`src/rtl/bus_pkg.sv`:
```
// Shared constants for the multi-master bus: FSM encoding, arbitration modes, default timeout.
// Latency: n/a (constants only).
// Backpressure: n/a.
package bus_pkg;

  // FSM encoding, kept as plain constants so legacy tools can read it
  localparam logic [1:0] ST_IDLE = 2'd0;
  localparam logic [1:0] ST_BUSY = 2'd1;
  localparam logic [1:0] ST_ERR  = 2'd2;

  // Arbitration modes
  localparam int ARB_FIXED = 0;  // master 0 highest priority
  localparam int ARB_RR    = 1;  // round-robin after the last completed grantee

  localparam int TIMEOUT_DEFAULT = 255;

endpackage

```
`src/rtl/bus_arbiter.sv`:
```
// Picks one requesting master: fixed priority (index 0 first) or round-robin after ptr_i.
// Latency: combinational, no state.
// Backpressure: none; the caller decides when the winner is taken.
//   req_i  : request vector, one bit per master
//   ptr_i  : index of the last completed grantee (round-robin only)
//   gnt_o  : one-hot winner, zero when no request
module bus_arbiter
  import bus_pkg::*;
#(
  parameter int NUM_MASTERS = 4,
  parameter int ARB_MODE    = ARB_RR,
  localparam int PTR_W      = $clog2(NUM_MASTERS)
) (
  input  logic [NUM_MASTERS-1:0] req_i,
  input  logic [PTR_W-1:0]       ptr_i,
  output logic [NUM_MASTERS-1:0] gnt_o
);

  logic             found;
  logic [PTR_W-1:0] idx;

  // Walk NUM_MASTERS candidates in priority order; the first requester wins.
  // Round-robin starts one above ptr_i and wraps to 0.
  always_comb begin
    gnt_o = '0;
    found = 1'b0;
    idx   = '0;
    for (int k = 1; k <= NUM_MASTERS; k++) begin
      if (ARB_MODE == ARB_FIXED) begin
        idx = PTR_W'(k - 1);
      end else begin
        idx = PTR_W'((int'(ptr_i) + k) % NUM_MASTERS);
      end
      if (!found && req_i[idx]) begin
        gnt_o[idx] = 1'b1;
        found      = 1'b1;
      end
    end
  end

endmodule

```
`src/rtl/multi_master_bus.sv`:
```
// Shares one slave port between NUM_MASTERS masters with fixed or round-robin arbitration and a BUSY timeout.
// Latency: request -> slave strobe 1 cycle; m_ready in the same cycle as s_ready.
// Backpressure: masters hold request until m_ready; s_ready stalls BUSY up to TIMEOUT_CYC cycles, then ERR.
//   clk, rst                         : clock, async active-low reset
//   m_addr/m_wdata/m_read/m_write    : packed master requests (slice i = master i)
//   m_rdata/m_ready/m_err            : per-master response, zero for non-granted masters
//   s_addr/s_wdata/s_read/s_write    : slave request, mirrors the granted master in BUSY
//   s_rdata/s_ready                  : slave response
//   grant                            : registered one-hot grant, zero when idle
module multi_master_bus
  import bus_pkg::*;
#(
  parameter int NUM_MASTERS = 4,
  parameter int ADDR_W      = 32,
  parameter int DATA_W      = 8,
  parameter int ARB_MODE    = ARB_RR,
  parameter int TIMEOUT_CYC = TIMEOUT_DEFAULT
) (
  input  logic                          clk,
  input  logic                          rst,
  input  logic [NUM_MASTERS*ADDR_W-1:0] m_addr,
  input  logic [NUM_MASTERS*DATA_W-1:0] m_wdata,
  input  logic [NUM_MASTERS-1:0]        m_read,
  input  logic [NUM_MASTERS-1:0]        m_write,
  output logic [NUM_MASTERS*DATA_W-1:0] m_rdata,
  output logic [NUM_MASTERS-1:0]        m_ready,
  output logic [NUM_MASTERS-1:0]        m_err,
  output logic [ADDR_W-1:0]             s_addr,
  output logic [DATA_W-1:0]             s_wdata,
  output logic                          s_read,
  output logic                          s_write,
  input  logic [DATA_W-1:0]             s_rdata,
  input  logic                          s_ready,
  output logic [NUM_MASTERS-1:0]        grant
);

  localparam int PTR_W = $clog2(NUM_MASTERS);
  localparam int CNT_W = $clog2(TIMEOUT_CYC + 1);
  localparam logic [CNT_W-1:0] CNT_LAST = CNT_W'(TIMEOUT_CYC - 1);
  localparam logic [PTR_W-1:0] PTR_RST  = PTR_W'(NUM_MASTERS - 1);

  logic [1:0]             state_q, state_d;
  logic [NUM_MASTERS-1:0] grant_q, grant_d;
  logic [PTR_W-1:0]       gidx_q, gidx_d;   // binary copy of grant_q for muxing
  logic [PTR_W-1:0]       ptr_q, ptr_d;     // last completed grantee
  logic [CNT_W-1:0]       cnt_q, cnt_d;     // BUSY cycles without s_ready

  logic [NUM_MASTERS-1:0] req;
  logic [NUM_MASTERS-1:0] win;
  logic [PTR_W-1:0]       win_idx;

  assign req   = m_read | m_write;
  assign grant = grant_q;

  bus_arbiter #(
    .NUM_MASTERS (NUM_MASTERS),
    .ARB_MODE    (ARB_MODE)
  ) u_arb (
    .req_i (req),
    .ptr_i (ptr_q),
    .gnt_o (win)
  );

  always_comb begin
    win_idx = '0;
    for (int i = 0; i < NUM_MASTERS; i++) begin
      if (win[i]) win_idx = PTR_W'(i);
    end
  end

  always_comb begin
    state_d = state_q;
    grant_d = grant_q;
    gidx_d  = gidx_q;
    ptr_d   = ptr_q;
    cnt_d   = cnt_q;
    m_rdata = '0;
    m_ready = '0;
    m_err   = '0;
    s_addr  = '0;
    s_wdata = '0;
    s_read  = 1'b0;
    s_write = 1'b0;
    case (state_q)
      ST_IDLE: begin
        if (|req) begin
          grant_d = win;
          gidx_d  = win_idx;
          cnt_d   = '0;
          // Read and write together is illegal: never show it to the slave.
          state_d = (m_read[win_idx] && m_write[win_idx]) ? ST_ERR : ST_BUSY;
        end
      end
      ST_BUSY: begin
        s_addr  = m_addr[int'(gidx_q)*ADDR_W +: ADDR_W];
        s_wdata = m_wdata[int'(gidx_q)*DATA_W +: DATA_W];
        s_read  = m_read[gidx_q];
        s_write = m_write[gidx_q];
        if (!req[gidx_q]) begin
          // Master withdrew: silent abort, fairness pointer untouched.
          state_d = ST_IDLE;
          grant_d = '0;
          cnt_d   = '0;
        end else if (s_ready) begin
          m_ready[gidx_q] = 1'b1;
          if (m_read[gidx_q]) m_rdata[int'(gidx_q)*DATA_W +: DATA_W] = s_rdata;
          ptr_d   = gidx_q;
          state_d = ST_IDLE;
          grant_d = '0;
          cnt_d   = '0;
        end else if (cnt_q == CNT_LAST) begin
          state_d = ST_ERR;
          cnt_d   = '0;
        end else begin
          cnt_d = cnt_q + CNT_W'(1);
        end
      end
      ST_ERR: begin
        m_ready[gidx_q] = 1'b1;
        m_err[gidx_q]   = 1'b1;
        state_d = ST_IDLE;
        grant_d = '0;
      end
      default: begin
        state_d = ST_IDLE;
        grant_d = '0;
      end
    endcase
  end

  always_ff @(posedge clk or negedge rst) begin
    if (!rst) begin
      state_q <= ST_IDLE;
      grant_q <= '0;
      gidx_q  <= '0;
      ptr_q   <= PTR_RST;
      cnt_q   <= '0;
    end else begin
      state_q <= state_d;
      grant_q <= grant_d;
      gidx_q  <= gidx_d;
      ptr_q   <= ptr_d;
      cnt_q   <= cnt_d;
    end
  end

endmodule
```
`config.mk`:
```
export PLATFORM = sky130hd
export DESIGN_NAME = multi_master_bus
export DESIGN_NICKNAME = d
export VERILOG_FILES = /design/src/rtl/bus_pkg.sv /design/src/rtl/bus_arbiter.sv /design/src/rtl/multi_master_bus.sv
export SDC_FILE = /design/constraint.sdc
export NUM_CORES = 1
export LEC_CHECK = 0
export CORE_AREA = 2 2 104 106
export DETAILED_ROUTE_END_ITERATION = 10
export DIE_AREA = 0 0 106 108
export PLACE_DENSITY_LB_ADDON = 0.3
export REMOVE_ABC_BUFFERS = 1
export SLEW_MARGIN = 40
export SYNTH_ARGS = -nofsm -noshare
export SYNTH_HDL_FRONTEND = slang
export SYNTH_HIERARCHICAL = 1
export SYNTH_SLANG_ARGS = --single-unit
export TNS_END_PERCENT = 50
```
`constraint.sdc`:
```
create_clock -name clk -period 4.02 [get_ports clk]
set_input_delay 0.603 -clock clk [delete_from_list [all_inputs] [get_ports clk]]
set_output_delay 0.603 -clock clk [all_outputs]
set_load 0.01 [all_outputs]
```
==> results of run 1 <==
## report_power, final
group | internal (uW) | switching [uW] | leakage [uW]
clock | 87.1 | 64.0 | 0.0000288
combinational | 1220 | 1030 | 0.00205
sequential | 244 | 115 | 0.000233
total | 1550 | 1210 | 0.00231
## registers in the layout, indices dropped and copies added (netlist names)
name / flops
ptr_q: 2
state_q: 2
cnt_q: 8
gidx_q: 2
grant: 4
## worst max-delay path, delay by kind of cell, from the launching register on
family	cells	cell delay, ns
AOI/OAI and AO/OA	1	0.37
adders and majority gates	1	0.25
buffers and inverters	2	0.71
DFF	1	0.72
and+or+nand+nor	2	0.84
## kinds of logic (layout without fill, tap and decap cells)
group,after synthesis,count (layout),share of synthesized area [%]
multiplexers,51,51,35.7
AO/OA/AOI/OAI,47,47,10.9
buffers and inverters,38,293,5.22
flip-flops,18,18,14.4
adder cells (fa/ha/maj),18,18,7.17
AND/OR/NAND/NOR,144,144,26.6
## cell usage in the layout (no fill, tap or decap), drive strengths merged, types with 5 or more instances in the layout
master         count
a32o               5
nor3               6
nand2             22
o211ai             6
nor2              13
o21ai              6
clkdlybuf4s50    263
nand3              5
buf                8
inv               18
and2              46
a21oi              8
a31oi              9
and3              32
ha                18
dfrtp             16
mux4              48
## per-stage QoR
stage	instances	util [%]	setup WS [ns]	total power [uW]
floorplan	296	-	-0.113	1710
global placement	703	57.8	0.182	2570
detailed placement	703	57.8	0.353	2610
CTS	707	58.4	0.290	2780
global route	707	58.4	0.0642	2960
finish	707	58.4	0.257	2760
## final cells by class
cell class	count	area (sq um)
multi-input combinational	260	2530
inverter	18	67.6
clock buffer	4	55.1
tap	136	170
sequential	18	458
fill	870	4260
timing repair buffer	271	2690
## path summary, 6_finish.rpt
kind	from	endpoint	cells after the start
worst max-delay path	gidx_q[1]$_DFFE_PN0P_	m_rdata[29]	6
worst min-delay path	rst	grant[0]$_DFFE_PN0P_	1
worst max register to register	ptr_q[0]$_DFFE_PN1P_	state_q[1]$_DFFE_PN0P_	10
worst min register to register	grant[0]$_DFFE_PN0P_	grant[0]$_DFFE_PN0P_	1
max in group asynchronous	rst	gidx_q[0]$_DFFE_PN0P_	1
min in group clk	grant[0]$_DFFE_PN0P_	grant[0]$_DFFE_PN0P_	1
## layer usage
metal	wire [um]	part of all wire, %	global-route usage, %	vias up
met3	1350	9.3	7.23	33
met5	0	0	0	-
met2	7200	49	45.7	212
met1	5630	39	28.9	1825
met4	362	2.5	5.83	0
li1	-	-	-	1741
==> impl_metrics.yaml, run 1 <==
route:
  antenna_left: 0
  vias: 3811
  avgViaCountPerCell: 5.39
  drt_first_iter_violations: 203
  drc: 0
  drt-total-wl_um: 14500
  dr.pass1.iters: 4
  wl_per_cell_um: 20.6
global_route:
  grt_start_max_net_pins: 46
  grt_pass1_wl_um: 22000
  grt_pass1_vias: 3990
  overflow: 0
  grt_usage_pct: 25.0
  antenna_found_initial: 0
sta:
  period_needed_ns: 3.76
  maxSlewHeadroom_pct: 53.8
  setup_viol_count_final: 0
  whs_ns: 0.266
  skew_ns: 0.00767
  report.final.slew_viol_count: 0
  hold_viol_final: 0
  period_share_pct: 93.6
  worst_pin_slew_ns: 0.688
  rsz0062_at_grt: "no"
  fin_tns_setup_ns: 0
  fmax_mhz: 266
worst_setup_path:
  endpoint_kind: "output port"
  slowest_stage: "dfrtp_2"
  criticalPathCategory: "reg2out"
  path_cells: "inv_2, ha_1, a2111o_1, nor3_1, and3_1, clkdlybuf4s50_1"
  crit_fanout: 24
  cp_data_arrival_time_ns: 3.16
  rrSetupSlack_ns: 0.70
  cp-start-kind: "flop"
  cp.required_ns: 3.42
  crit_path_max_incr_delay_ns: 0.72
cts:
  clk_pin_slew_ns: 0.07
  clock_latency_ns: 0.26
  cts.sink_count: 18
  cts_buffers: 3
  cts_tree: "done"
  cts-hold-fix-buffers: 0
  post_cts_resize_count: 0
  cts_root_buf: "clkbuf_8"
  cts_setup_buffers: 0
  htree_levels: 1
  cts_buffer_depth: 2
placed_design:
  portBuffers: 264
  dpl-instance-area_sq_um: 5920
  post-dp-hpwl_um: 12200
  gp_congestion: 0.964
logic_synthesis:
  synth_cells: 316
  ys_ff_latch: 18
  yosys-top-cells-count: "and2_1 (46), mux4_2 (46), and3_1 (32)"
  synth_top_area_share_pct: 33.0
  yosys.area.top_type: "mux4_2"
  synth_seq_area_share_pct: 14.4
  synthFlopType: "dfrtp_1"
  synth_edf_count: 0
  netlist_top_cells_area: "mux4_2 (33%), dfrtp_1 (13%), and2_1 (9.2%), ha_1 (7.2%), and3_1 (6.4%)"
  synth_area_per_cell_sq_um: 9.94
  synth_cell_types: 49
  yosysWarnings: 6
  synth_async_sr_flop_share_pct: 100
  synth_area_sq_um: 3140
floorplanning:
  io_pins: 265
  die_area_sq_um: 11400
  die_h_um: 108
  coreArea_sq_um: 10200
  rows: 37
  initial_utilization_pct: 30.7
  die_w_um: 106
flow_run:
  max_cap_viol_count: 0
final_layout:
  fin_area_sq_um: 5970
  final_layout_size_suffix_gt1_share_pct: 12.3
  final_nets: 769
  diodes: 0
  area_growth_pct: 90.1
hold_path:
  hold_class: "in2async"
pwr:
  irDropWorstVdd_mv: 0.272
  leakage_uw: 0.00231
  p_per_area_nw_per_um2: 463
status:
  outcome: "complete, no violations"
(Power assumes the default switching activity.)
==> run 2, diff against run 1 <==
--- a/config.mk
+++ b/config.mk
@@ -6,10 +6,12 @@
 export NUM_CORES = 1
 export LEC_CHECK = 0
 export CORE_AREA = 2 2 104 106
+export CTS_CLUSTER_SIZE = 25
 export DETAILED_ROUTE_END_ITERATION = 10
 export DIE_AREA = 0 0 106 108
 export PLACE_DENSITY_LB_ADDON = 0.3
 export REMOVE_ABC_BUFFERS = 1
+export SETUP_SLACK_MARGIN = 0.05
 export SLEW_MARGIN = 40
 export SYNTH_ARGS = -nofsm -noshare
 export SYNTH_HDL_FRONTEND = slang
==> results of run 2 <==
The final DEF is identical to that of run 1; final timing and power are the same.
==> run 3, diff against run 2 <==
--- a/config.mk
+++ b/config.mk
@@ -9,6 +9,7 @@
 export CTS_CLUSTER_SIZE = 25
 export DETAILED_ROUTE_END_ITERATION = 10
 export DIE_AREA = 0 0 106 108
+export MAX_ROUTING_LAYER = met4
 export PLACE_DENSITY_LB_ADDON = 0.3
 export REMOVE_ABC_BUFFERS = 1
 export SETUP_SLACK_MARGIN = 0.05
==> impl_metrics.yaml, run 3 (same netlist as run 1, synthesis figures left out) <==
floorplanning:
  initial_utilization_pct: 30.7
  coreArea_sq_um: 10200
  rows: 37
  die_w_um: 106
  io_pins: 265
  die_area_sq_um: 11400
  die_h_um: 108
worst_setup_path:
  crit_path_end: "m_rdata[11]"
  endpoint_kind: "output port"
  cp.required_ns: 3.42
  crit_fanout: 24
  criticalPathCategory: "reg2out"
  ff2ff_path_depth: 10
  rr_startpoint: "ptr_q[0]$_DFFE_PN1P_"
  cp_data_arrival_time_ns: 3.17
  slowest_stage: "dfrtp_2"
  cp-start-kind: "flop"
  crit_start: "gidx_q[1]$_DFFE_PN0P_"
  crit_path_max_incr_delay_ns: 0.71
  r2r-end: "state_q[1]$_DFFE_PN0P_"
  rrSetupSlack_ns: 0.71
  path_cells: "inv_2, ha_1, a2111o_1, nor3_1, and3_1, clkdlybuf4s50_1"
final_layout:
  top_register: "cnt_q"
  diodes: 0
  fin_area_sq_um: 5970
  instances_no_fill: 707
  fin_util_pct: 58.4
  area_growth_pct: 90.1
  final_cell_mix: "clkdlybuf4s50_1 (263), and2_1 (46), mux4_2 (46), and3_1 (32), nand2_1 (22)"
  largest_reg_flops: 8
  final_common_cell: "clkdlybuf4s50_1"
  final_nets: 769
  final_layout_size_suffix_gt1_share_pct: 12.3
cts:
  clock_latency_ns: 0.26
  cts-hold-fix-buffers: 0
  htree_levels: 1
  cts_setup_buffers: 0
  cts_buffer_depth: 2
  cts_buffers: 3
  cts_root_buf: "clkbuf_8"
  cts.sink_count: 18
  post_cts_resize_count: 0
  clk_pin_slew_ns: 0.07
  cts_tree: "done"
sta:
  report.final.slew_viol_count: 0
  period_needed_ns: 3.77
  setup_viol_count_final: 0
  hold_viol_final: 0
  fmax_mhz: 265
  worst_pin_slew_ns: 0.685
  skew_ns: 0.00498
  maxSlewHeadroom_pct: 53.9
  period_share_pct: 93.8
  rsz0062_at_grt: "no"
placed_design:
  portBuffers: 264
  post-dp-hpwl_um: 12200
  dp.cells: 703
  dpl-instance-area_sq_um: 5920
  gp_congestion: 0.982
route:
  wl_per_cell_um: 20.6
  drc: 0
  dr.pass1.iters: 4
  drt-total-wl_um: 14500
  drt_first_iter_violations: 216
  vias: 3816
  avgViaCountPerCell: 5.40
  antenna_left: 0
status:
  outcome: "complete, no violations"
global_route:
  antenna_found_initial: 0
  overflow: 0
  grt_usage_pct: 25.7
  grt_pass1_wl_um: 22000
  grt_start_max_net_pins: 46
  grt_pass1_vias: 4006
hold_path:
  hold_class: "in2async"
flow_run:
  max_cap_viol_count: 0
pwr:
  leakage_uw: 0.00231
  p_per_area_nw_per_um2: 463
  irDropWorstVdd_mv: 0.271
==> run 3: cell counts in the layout (fill, tap and decap cells not counted) <==
Identical to the previous run, type by type.
==> run 3: critical path: cells and delay by family (launching register included) <==
family	cells	cell delay (ns)
flip-flops	1	0.71
AO/OA/AOI/OAI	1	0.37
adder cells (fa/ha/maj)	1	0.25
buffers and inverters	2	0.72
AND/OR/NAND/NOR	2	0.86
==> run 3: through the flow <==
step           worst slack, ns  TNS, ns  hold WS (ns)  power, uW
4_1_cts                  0.290        0         0.283       2780
5_1_grt                 0.0702        0         0.297       2960
2_1_floorplan           -0.113    -2.70         0.307       1710
3_5_place_dp             0.353        0         0.485       2610
6_report                 0.248        0         0.271       2760
3_3_place_gp             0.182        0         0.480       2570
==> run 3: final cells by class <==
type	instances	area, sq um
clock buffers	4	55.1
fillers	870	4260
inverters	18	67.6
multi-input cells	260	2530
flip-flops and latches	18	458
well taps	136	170
repair buffers	271	2690
==> run 3: where the power goes <==
| part | switching (uW) | internal [uW] | leakage (uW) |
|---|---|---|---|
| clock network | 63.6 | 87.1 | 0.0000288 |
| logic | 1030 | 1220 | 0.00205 |
| registers | 113 | 244 | 0.000233 |
==> run 3: routing by layer <==
metal	up-vias	track usage, %	wire length [um]
met3	31	7.47	1450
met5	-	-	0
met2	227	45.8	7190
met1	1818	28.6	5560
met4	0	5.73	344
li1	1740	-	-
==> run 3: worst min-delay path by stage <==
stage                                    start                   end  cells past startpoint
after floorplan                            rst  cnt_q[0]$_DFFE_PN0P_                      0
after global placement    grant[0]$_DFFE_PN0P_  grant[0]$_DFFE_PN0P_                      1
after detailed placement  grant[0]$_DFFE_PN0P_  grant[0]$_DFFE_PN0P_                      1
after CTS                                  rst  grant[0]$_DFFE_PN0P_                      1
after global routing                       rst  grant[0]$_DFFE_PN0P_                      1
final                                      rst  grant[0]$_DFFE_PN0P_                      1
==> RTL change (config.mk and constraints of run 3) <==
Change the package constant `TIMEOUT_DEFAULT` from 255 to 510.
--- a/src/rtl/bus_pkg.sv
+++ b/src/rtl/bus_pkg.sv
@@ -13,5 +13,5 @@
   localparam int ARB_RR    = 1;  // round-robin after the last completed grantee
 
-  localparam int TIMEOUT_DEFAULT = 255;
+  localparam int TIMEOUT_DEFAULT = 510;
 
 endpackage
Check against the original RTL: same outputs for any inputs over 4 cycles, from zero or initial values and one cycle with rst low; that may be too few to reach the edited logic, so the function may still have changed.
==> RTL change against run 3 <==
  * Global-route usage grew 1.2 points
  * Register-to-register slack worse by 250 ps
  * Final area is 0.23% higher
  * Synthesized area up 0.76%
  * First-iteration DRC count down 21%
  * Worst setup slack better by 170 ps
  * Hold slack improved by 9.5 ps
  * Sequential power shrank 7.0%
  * Utilization increased by 0.13 points
  * Power decreased by 0.20%
  * Wire length increased by 4.6%
  * Sequential cell count grew 1
  * Critical path type is now input port to flop
  * Largest power group unchanged
==> RTL change: results <==
set metrics [dict create \
    synth_area_leaders "mux4_2, and2_1, dfrtp_1" \
    ir_drop_mv 0.264 \
    rr_worst_depth 10 \
    cts.path.max_buffers 2 \
    r2r_end "state_q[1]$_DFFE_PN0P_" \
    ys_types 54 \
    vias 3731 \
    static-leakage-power_nw 2.23 \
    tns_ps 0 \
    fin_skew_ps 12.4 \
    rrSetupSlack_ps 460 \
    synth-seq-area-share 0.151 \
    drive_gt1_frac 0.128 \
    hold_class "input port to asynchronous set/reset pin" \
    path_max_fanout 10 \
    top_register "cnt_q" \
    largest_register_ffs 9 \
    grt_pass1_wl_um 22700 \
    slew-limit-headroom 0.592 \
    gp_congestion 0.984 \
    clock_latency_ps 260 \
    outcome "completed" \
    r2r-start "ptr_q[0]$_DFFE_PN1P_" \
    synth_flop_cell "dfrtp_1" \
    grt_usage 0.268 \
    drt_pass1_iterations 4 \
    diodes 0 \
    period_needed_ps 3600 \
    htreeDepth 1 \
    drtIter0Drc 170 \
    clock-root-buffer "clkbuf_8" \
    place_hpwl_um 12600 \
    arrival_ps 3750 \
    grt_pass1_vias 3965 \
    post_cts_buffers 0 \
    setup_viol 0 \
    async_flop_share 1.00 \
    numPortBuffers 264 \
    clk_pin_slew_ps 80 \
    synth_warnings 6 \
    cts-resized-gates 0 \
    nets 762 \
    n_fill_cell 875 \
    synthTopCellsByCount "and2_1, mux4_2, ha_1, dfrtp_1, inv_1" \
    cts_buffers 3 \
    drt_wl_total_um 15200 \
    antenna_found_initial 0 \
    grt_max_degree 46 \
    dp_slack_ps 170 \
]
## RTL change: cell types whose count changed after synthesis, sizes merged, moves of 5 or more
cell   change
or2        +5
nor2       -6
a32o       -5
a22o       +5
and2      +32
nand2      -9
and3      -25
## RTL change: power breakdown
group	internal (mW)	leakage [nW]	switching (mW)
Sequential	0.254	0.247	0.0781
Clock	0.0689	0.0255	0.0673
Combinational	1.22	1.96	1.07
## RTL change: cell type report
cell class              instances  area [µm²]  area share
repair buffers                270        2680       0.448
multi-input cells             257        2550       0.427
flip-flops and latches         19         480      0.0803
well taps                     136         170      0.0284
inverters                      14        52.6     0.00878
clock buffers                   3        41.3     0.00690
clock inverters                 1        5.00    0.000836
## RTL change: routing by layer
layer | GRT usage | wire length, µm
met1 | 0.288 | 5510
met4 | 0.0282 | 123
met5 | - | 0
met3 | 0.139 | 2330
met2 | 0.460 | 7260
## RTL change: cells by family (layout without fill, tap and decap cells)
kind of cell	after synthesis	after routing	synth area share
compound gates	44	44	0.0985
xor+xnor	1	1	0.00277
fa+ha+maj	18	18	0.0712
buf+inv	32	288	0.0439
flops	19	19	0.151
mux	50	50	0.350
simple gates	144	144	0.283
## RTL change: worst max path at each step
stage,start,to,cells past startpoint
3_5_place_dp,m_write[2],state_q[1]$_DFFE_PN0P_,10
3_3_place_gp,m_write[2],state_q[1]$_DFFE_PN0P_,10
5_1_grt,m_write[2],state_q[1]$_DFFE_PN0P_,10
4_1_cts,m_read[3],m_rdata[0],6
2_1_floorplan,gidx_q[0]$_DFFE_PN0P_,m_rdata[0],5
6_report,m_write[2],state_q[1]$_DFFE_PN0P_,10
## RTL change: critical path: stages
cell	delay [ps]
clkdlybuf4s50_1	460
or2_1	320
mux4_2	620
nor4b_4	390
nand2_1	110
o211ai_1	230
nor4bb_1	110
or4_1	540
and3_1	190
o22a_1	170
## RTL change: per-stage QoR
step                power, mW  cell area (µm²)  utilization  hold slack [ps]  std cells
floorplan                1.66             3080            -              307        290
global placement         2.58             5940        0.580              475        696
detailed placement       2.61             5930        0.580              490        696
CTS                      2.76             5980        0.584              298        700
global route             2.97             5980        0.585              310        700
finish                   2.76             5980        0.585              280        700
